==> config.mk <==
export PLATFORM = sky130hd
export DESIGN_NAME = morse_round_ctrl_flat
export DESIGN_NICKNAME = d
export VERILOG_FILES = /design/src/rtl/morse_round_ctrl_if.sv /design/src/rtl/morse_round_ctrl.sv /design/src/flat_wrapper.sv
export SDC_FILE = /design/constraint.sdc
export NUM_CORES = 1
export LEC_CHECK = 0
export CAP_MARGIN = 20
export CORE_ASPECT_RATIO = 0.5
export CORE_MARGIN = 5
export CORE_UTILIZATION = 54
export DETAILED_ROUTE_END_ITERATION = 7
export PLACE_DENSITY = 0.75
export SLEW_MARGIN = 20
export SYNTH_ARGS = -nofsm -noshare
export SYNTH_HDL_FRONTEND = slang
export SYNTH_SLANG_ARGS = --single-unit
export TNS_END_PERCENT = 1
==> constraint.sdc <==
create_clock -name clock -period 2.8 [get_ports clock]
set_input_delay 0.56 -clock clock [delete_from_list [all_inputs] [get_ports clock]]
set_output_delay 0.56 -clock clock [all_outputs]
set_load 0.005 [all_outputs]
==> src/rtl/morse_round_ctrl_if.sv <==
// Pulse/word inputs and round status outputs of morse_round_ctrl.
// master drives the pulses; slave is the controller.
interface morse_round_ctrl_if #(
  parameter int SYM_W  = 10,
  parameter int ADDR_W = 4
);
  logic              tick;
  logic              next_pulse;
  logic              done_pulse;
  logic [SYM_W-1:0]  sym_in;
  logic [1:0]        state;
  logic [ADDR_W:0]   wr_ptr;
  logic [ADDR_W:0]   rd_ptr;
  logic [1:0]        correct;
  logic [ADDR_W:0]   match_cnt;
  logic              full;
  logic              win;

  modport master (
    output tick, next_pulse, done_pulse, sym_in,
    input  state, wr_ptr, rd_ptr, correct,
    input  match_cnt, full, win
  );

  modport slave (
    input  tick, next_pulse, done_pulse, sym_in,
    output state, wr_ptr, rd_ptr, correct,
    output match_cnt, full, win
  );
endinterface

==> src/rtl/morse_round_ctrl.sv <==
// Two-player Morse round: P1 stores words, P2 guesses them back.
// Define MORSE_TIMEOUT_EN to give each guess a tick-based time limit.
module morse_round_ctrl #(
  parameter int SYM_W         = 10,
  parameter int DEPTH         = 16,
  parameter int ADDR_W        = 4,
  parameter int TIMEOUT_TICKS = 20
) (
  input  logic               clock,
  input  logic               reset,
  morse_round_ctrl_if.slave  bus
);
  typedef enum logic [1:0] {
    IDLE     = 2'b00,
    P1_ENTRY = 2'b01,
    P2_GUESS = 2'b10,
    RESULT   = 2'b11
  } st_e;

  localparam logic [ADDR_W:0] DEPTH_V = (ADDR_W+1)'(DEPTH);
  localparam logic [ADDR_W:0] ONE     = (ADDR_W+1)'(1);

  st_e              st_q, st_d;
  logic [ADDR_W:0]  wr_q, rd_q, mc_q;
  logic [1:0]       cor_q;
  logic [SYM_W-1:0] mem [DEPTH];

  logic             full_w, wr_fire, guess;
  logic             hit, expire, adv, clr;
  logic [ADDR_W:0]  wr_nx, rd_nx;

  assign full_w  = (wr_q == DEPTH_V);
  assign wr_fire = (st_q == P1_ENTRY) &&
                   bus.next_pulse && !full_w;
  assign wr_nx   = wr_fire ? wr_q + ONE : wr_q;
  assign guess   = (st_q == P2_GUESS) && bus.next_pulse;
  assign hit     = (mem[rd_q[ADDR_W-1:0]] == bus.sym_in);
  assign adv     = guess || expire;
  assign rd_nx   = adv ? rd_q + ONE : rd_q;
  assign clr     = (st_q == RESULT) && bus.done_pulse;

`ifdef MORSE_TIMEOUT_EN
  localparam int CNT_W = $clog2(TIMEOUT_TICKS + 1);
  localparam logic [CNT_W-1:0] LAST =
    CNT_W'(TIMEOUT_TICKS - 1);

  logic [CNT_W-1:0] cnt_q;

  // A guess on the expiry cycle wins over the timeout.
  assign expire = (st_q == P2_GUESS) && bus.tick &&
                  !bus.next_pulse && (cnt_q == LAST);

  always_ff @(posedge clock) begin
    if (reset)
      cnt_q <= '0;
    else if (st_q != P2_GUESS || bus.next_pulse || expire)
      cnt_q <= '0;
    else if (bus.tick)
      cnt_q <= cnt_q + 1'b1;
  end
`else
  logic unused_tick;
  assign unused_tick = bus.tick;
  assign expire      = 1'b0;
`endif

  always_ff @(posedge clock) begin
    if (reset)
      st_q <= IDLE;
    else
      st_q <= st_d;
  end

  always_comb begin
    st_d = st_q;
    unique case (st_q)
      IDLE:
        if (bus.done_pulse) st_d = P1_ENTRY;
      P1_ENTRY:
        if (bus.done_pulse && wr_nx != '0)
          st_d = P2_GUESS;
      P2_GUESS:
        if ((adv && rd_nx == wr_q) || bus.done_pulse)
          st_d = RESULT;
      RESULT:
        if (bus.done_pulse) st_d = IDLE;
      default: st_d = IDLE;
    endcase
  end

  always_ff @(posedge clock) begin
    if (reset || clr) begin
      wr_q  <= '0;
      rd_q  <= '0;
      mc_q  <= '0;
      cor_q <= 2'b00;
    end else begin
      if (wr_fire) wr_q <= wr_nx;
      if (adv) begin
        rd_q  <= rd_nx;
        cor_q <= (guess && hit) ? 2'b01 : 2'b10;
        if (guess && hit) mc_q <= mc_q + ONE;
      end
    end
  end

  always_ff @(posedge clock) begin
    if (!reset && wr_fire)
      mem[wr_q[ADDR_W-1:0]] <= bus.sym_in;
  end

  always_comb begin
    bus.state     = st_q;
    bus.wr_ptr    = wr_q;
    bus.rd_ptr    = rd_q;
    bus.correct   = cor_q;
    bus.match_cnt = mc_q;
    bus.full      = full_w;
    bus.win       = (st_q == RESULT) && (mc_q == wr_q);
  end
endmodule

==> src/flat_wrapper.sv <==
// flat-port wrapper written by rule: the top's interface ports become plain ports
module morse_round_ctrl_flat 
#(
  parameter int SYM_W         = 10,
  parameter int DEPTH         = 16,
  parameter int ADDR_W        = 4,
  parameter int TIMEOUT_TICKS = 20
)
  (clock, reset, bus_tick, bus_next_pulse, bus_done_pulse, bus_sym_in, bus_state, bus_wr_ptr, bus_rd_ptr, bus_correct, bus_match_cnt, bus_full, bus_win);
  morse_round_ctrl_if #(.SYM_W(SYM_W), .ADDR_W(ADDR_W)) bus_i ();
  input  logic clock;
  input  logic reset;
  input wire logic [$bits(bus_i.tick)-1:0] bus_tick;
  input wire logic [$bits(bus_i.next_pulse)-1:0] bus_next_pulse;
  input wire logic [$bits(bus_i.done_pulse)-1:0] bus_done_pulse;
  input wire logic [$bits(bus_i.sym_in)-1:0] bus_sym_in;
  output wire logic [$bits(bus_i.state)-1:0] bus_state;
  output wire logic [$bits(bus_i.wr_ptr)-1:0] bus_wr_ptr;
  output wire logic [$bits(bus_i.rd_ptr)-1:0] bus_rd_ptr;
  output wire logic [$bits(bus_i.correct)-1:0] bus_correct;
  output wire logic [$bits(bus_i.match_cnt)-1:0] bus_match_cnt;
  output wire logic [$bits(bus_i.full)-1:0] bus_full;
  output wire logic [$bits(bus_i.win)-1:0] bus_win;
  assign bus_i.tick = bus_tick;
  assign bus_i.next_pulse = bus_next_pulse;
  assign bus_i.done_pulse = bus_done_pulse;
  assign bus_i.sym_in = bus_sym_in;
  assign bus_state = bus_i.state;
  assign bus_wr_ptr = bus_i.wr_ptr;
  assign bus_rd_ptr = bus_i.rd_ptr;
  assign bus_correct = bus_i.correct;
  assign bus_match_cnt = bus_i.match_cnt;
  assign bus_full = bus_i.full;
  assign bus_win = bus_i.win;
  morse_round_ctrl #(.SYM_W(SYM_W), .DEPTH(DEPTH), .ADDR_W(ADDR_W), .TIMEOUT_TICKS(TIMEOUT_TICKS)) u_core (.clock(clock), .reset(reset), .bus(bus_i));
endmodule
==> reports/results.tsv, run 1 <==
metric	value	unit
outcome	finished with violations	
violated checks	negative setup slack	
Startpoint Class	register	
arrival time reported for the critical path endpoint	3100	ps
prevailing post-synth register cell	sky130_fd_sc_hd__edfxtp_1	
final worst-path setup slack	-26.2	ps
count of cell types in the netlist	56	
total die area	17100	um2
required time of the worst setup path	3080	ps
synthesized netlist cell count	446	
Final Skew	8.37	ps
placed standard-cell area	8910	um2
sequential fraction of the synthesis area	67.3	%
x dimension of the die	180	um
type of destination of the critical path	register	
share of the clock period used by the worst path after layout	101	%
Vert. Die Dim	95.1	um
pin count of the biggest net entering global routing	21	
layout cell share with drive strength beyond 1	28.5	%
Worst slew margin	54.7	%
wire length of the first global-routing pass	26200	um
routed via count	4489	
ranking of synthesized cells by instance count	sky130_fd_sc_hd__edfxtp_1 (160), sky130_fd_sc_hd__nor2_1 (29), sky130_fd_sc_hd__mux4_2 (24), sky130_fd_sc_hd__dfxtp_1 (23), sky130_fd_sc_hd__xnor2_1 (23)	
setup repair after global routing missed its margin	yes	
most area-hungry cell type in the Yosys netlist	sky130_fd_sc_hd__edfxtp_1	
Congestion Overflow GR	0	
routability-driven placement congestion ratio	0.773	
post-layout instance area	9590	um2
standard cell core area	14300	um2
fmax	0.354	GHz
reported leakage power	3.25	nW
flops & latches, synth	183	
dominant cells by area after synthesis	sky130_fd_sc_hd__edfxtp_1 (61%), sky130_fd_sc_hd__mux4_2 (6.9%), sky130_fd_sc_hd__dfxtp_1 (5.9%)	
count of antenna-violating nets left after detailed routing	0	
total of max-cap violations	0	
Clock Path Buffers	2	
cts bufs inserted	17	
vias in the first global route	4439	
cell area after synthesis	7820	um2
Routed wire per std cell	23.1	um
Least-Margin Pin Slew	678	ps
count of input and output buffers	34	
peak supply drop	0.453	mV
endpoints failing hold	0	
remaining design rule violation count	0	
detailed-placement wirelength estimate	11300	um
clock transition at the register clock pins on the worst setup and hold paths after CTS	70	ps
number of nets in the synthesized netlist	471	
ANT cells	0	
number of inserted filler cells in the final layout	915	
drt first-iter violations	431	
number of iterations in the first detailed-routing pass	5	
clock tree from TritonCTS	done	
Sinks on Clock Net	183	
Total Routed Length	17700	um
Total GRT Usage	20.9	%
CP max FO	6	
number of placement rows	31	
initial cell density of the core	54.6	%
Yosys Warn Count	0	
Pwr per Cell Area	639	nW/um2
Final Net Count	581	
number of levels the H-tree was split into	4	
number of max-slew violations in the final report	0	
Hold Path Class	reg2reg	
fraction of synthesized cell area taken by the top area cell type	61.5	%
initial antenna violation count	0	
Avg Cell Area, Syn	17.5	um2
cell at the root of the clock tree	sky130_fd_sc_hd__clkbuf_16	
Top Ports	36	
insertion delay to the later sink of the worst-skew pair	420	ps
layout overhead on the synthesized area	22.6	%
minimum clock period	2830	ps
async set or reset register ratio after synthesis	0	%
Setup CP Type	reg2reg	
most common cell in the synthesized netlist	sky130_fd_sc_hd__edfxtp_1	
average via count per standard cell	5.85	
count of flip-flops with a built-in enable after synthesis	160	
setup total negative slack	-32.3	ps
endpoints failing setup	2	
[flip-flops by register name, summed over array words and instances (netlist names), named ones only]
name	cells
u_core.bus.correct	2
u_core.bus.wr_ptr	5
u_core.bus.rd_ptr	5
u_core.bus.state	2
u_core.bus.match_cnt	5
u_core.mem	160
[cell type report]
class                           instances  area (um2)  share of cell area (%)
Clock buffer                           18         429                    4.48
Clock inverter                         14         128                    1.33
Sequential cell                       183        5270                    55.0
Timing Repair Buffer                  109         983                    10.3
Inverter                               10        37.5                   0.392
Tap cell                              198         248                    2.58
Multi-Input combinational cell        235        2490                    25.9
[routing by layer]
layer / part of all wire, % / track usage (%) / up-vias
li1: - / - / 2001
met2: 48 / 32.8 / 212
met5: 0 / 0 / -
met4: 1.6 / 6.54 / 0
met1: 43 / 29.9 / 2254
met3: 7.5 / 4.76 / 22
[layout by cell type (no fill, tap or decap), types with 10 or more instances in the layout]
| cell | instances |
|---|---|
| sky130_fd_sc_hd__nand2_1 | 18 |
| sky130_fd_sc_hd__buf_4 | 65 |
| sky130_fd_sc_hd__clkdlybuf4s50_1 | 34 |
| sky130_fd_sc_hd__ha_1 | 10 |
| sky130_fd_sc_hd__dfxtp_1 | 21 |
| sky130_fd_sc_hd__mux2i_1 | 18 |
| sky130_fd_sc_hd__edfxtp_1 | 160 |
| sky130_fd_sc_hd__mux4_2 | 29 |
| sky130_fd_sc_hd__nor2_1 | 28 |
| sky130_fd_sc_hd__xnor2_1 | 21 |
| sky130_fd_sc_hd__clkbuf_16 | 17 |
[worst max-delay path, stage by stage, from the launching register on]
cell and delay [ps]:
sky130_fd_sc_hd__dfxtp_4 470, sky130_fd_sc_hd__mux4_2 520, sky130_fd_sc_hd__mux2_4 290, sky130_fd_sc_hd__a32o_2 240, sky130_fd_sc_hd__nor4b_4 350, sky130_fd_sc_hd__nand4_4 220, sky130_fd_sc_hd__buf_4 190, sky130_fd_sc_hd__o31ai_1 300
sky130_fd_sc_hd__a21oi_2 100
[kinds of logic (layout without fill, tap and decap cells)]
logic type	count (synthesis)	count (layout)	share of synthesized area, %
AOI/OAI and AO/OA	34	34	3.54
xor gates and xnor gates	35	35	4.40
buffers and inverters	28	151	1.97
DFF	183	183	67.3
adders and majority gates	10	10	1.60
and+or+nand+nor	94	94	6.39
muxes	62	62	14.8
[power breakdown]
group / switching, W / leakage [nW] / internal [W] / total, W
registers: 0.0000465 / 1.63 / 0.00301 / 0.00306
clock network: 0.000997 / 0.266 / 0.00123 / 0.00223
logic: 0.000416 / 1.36 / 0.000426 / 0.000843
total: 0.00146 / 3.25 / 0.00467 / 0.00613
[stage by stage]
step	instances	hold WS, ps	power [W]	setup WS, ps	util (%)
after global placement	732	455	0.00388	-167	62.2
after detailed placement	732	451	0.00390	-204	62.2
after floorplan	446	448	0.00360	47.4	-
final	767	460	0.00613	-26.2	67.0
after global routing	767	493	0.00636	-178	67.0
after CTS	764	463	0.00612	-9.74	66.4
[what timing repair did]
item                       4_1_cts  5_1_grt
pin swaps                        3       10
setup buffers                    0        3
setup endpoints to repair        6        5
resized for setup               11       20
hold buffers                     0        0
[final timing paths]
check	startpoint	to	slack (ps)	cells after the start
setup reg to reg	register	u_core.bus.match_cnt[2]$_SDFFE_PP0P_	-30	8
hold / removal	u_core.bus.correct[0]$_SDFFE_PP0N_	u_core.bus.correct[0]$_SDFFE_PP0N_	460	2
setup / recovery	register	u_core.bus.match_cnt[2]$_SDFFE_PP0P_	-30	8
hold reg to reg	u_core.bus.correct[0]$_SDFFE_PP0N_	u_core.bus.correct[0]$_SDFFE_PP0N_	460	2
Power figures use the tool's default switching activity.
==> run 2, diff against run 1 <==
--- a/config.mk
+++ b/config.mk
@@ -5,6 +5,7 @@
 export SDC_FILE = /design/constraint.sdc
 export NUM_CORES = 1
 export LEC_CHECK = 0
+export ABC_CLOCK_PERIOD_IN_PS = 2800
 export CAP_MARGIN = 20
 export CORE_ASPECT_RATIO = 0.5
 export CORE_MARGIN = 5
==> results of run 2 <==
Same layout as run 1: the final DEF is identical, and so are final timing and power.
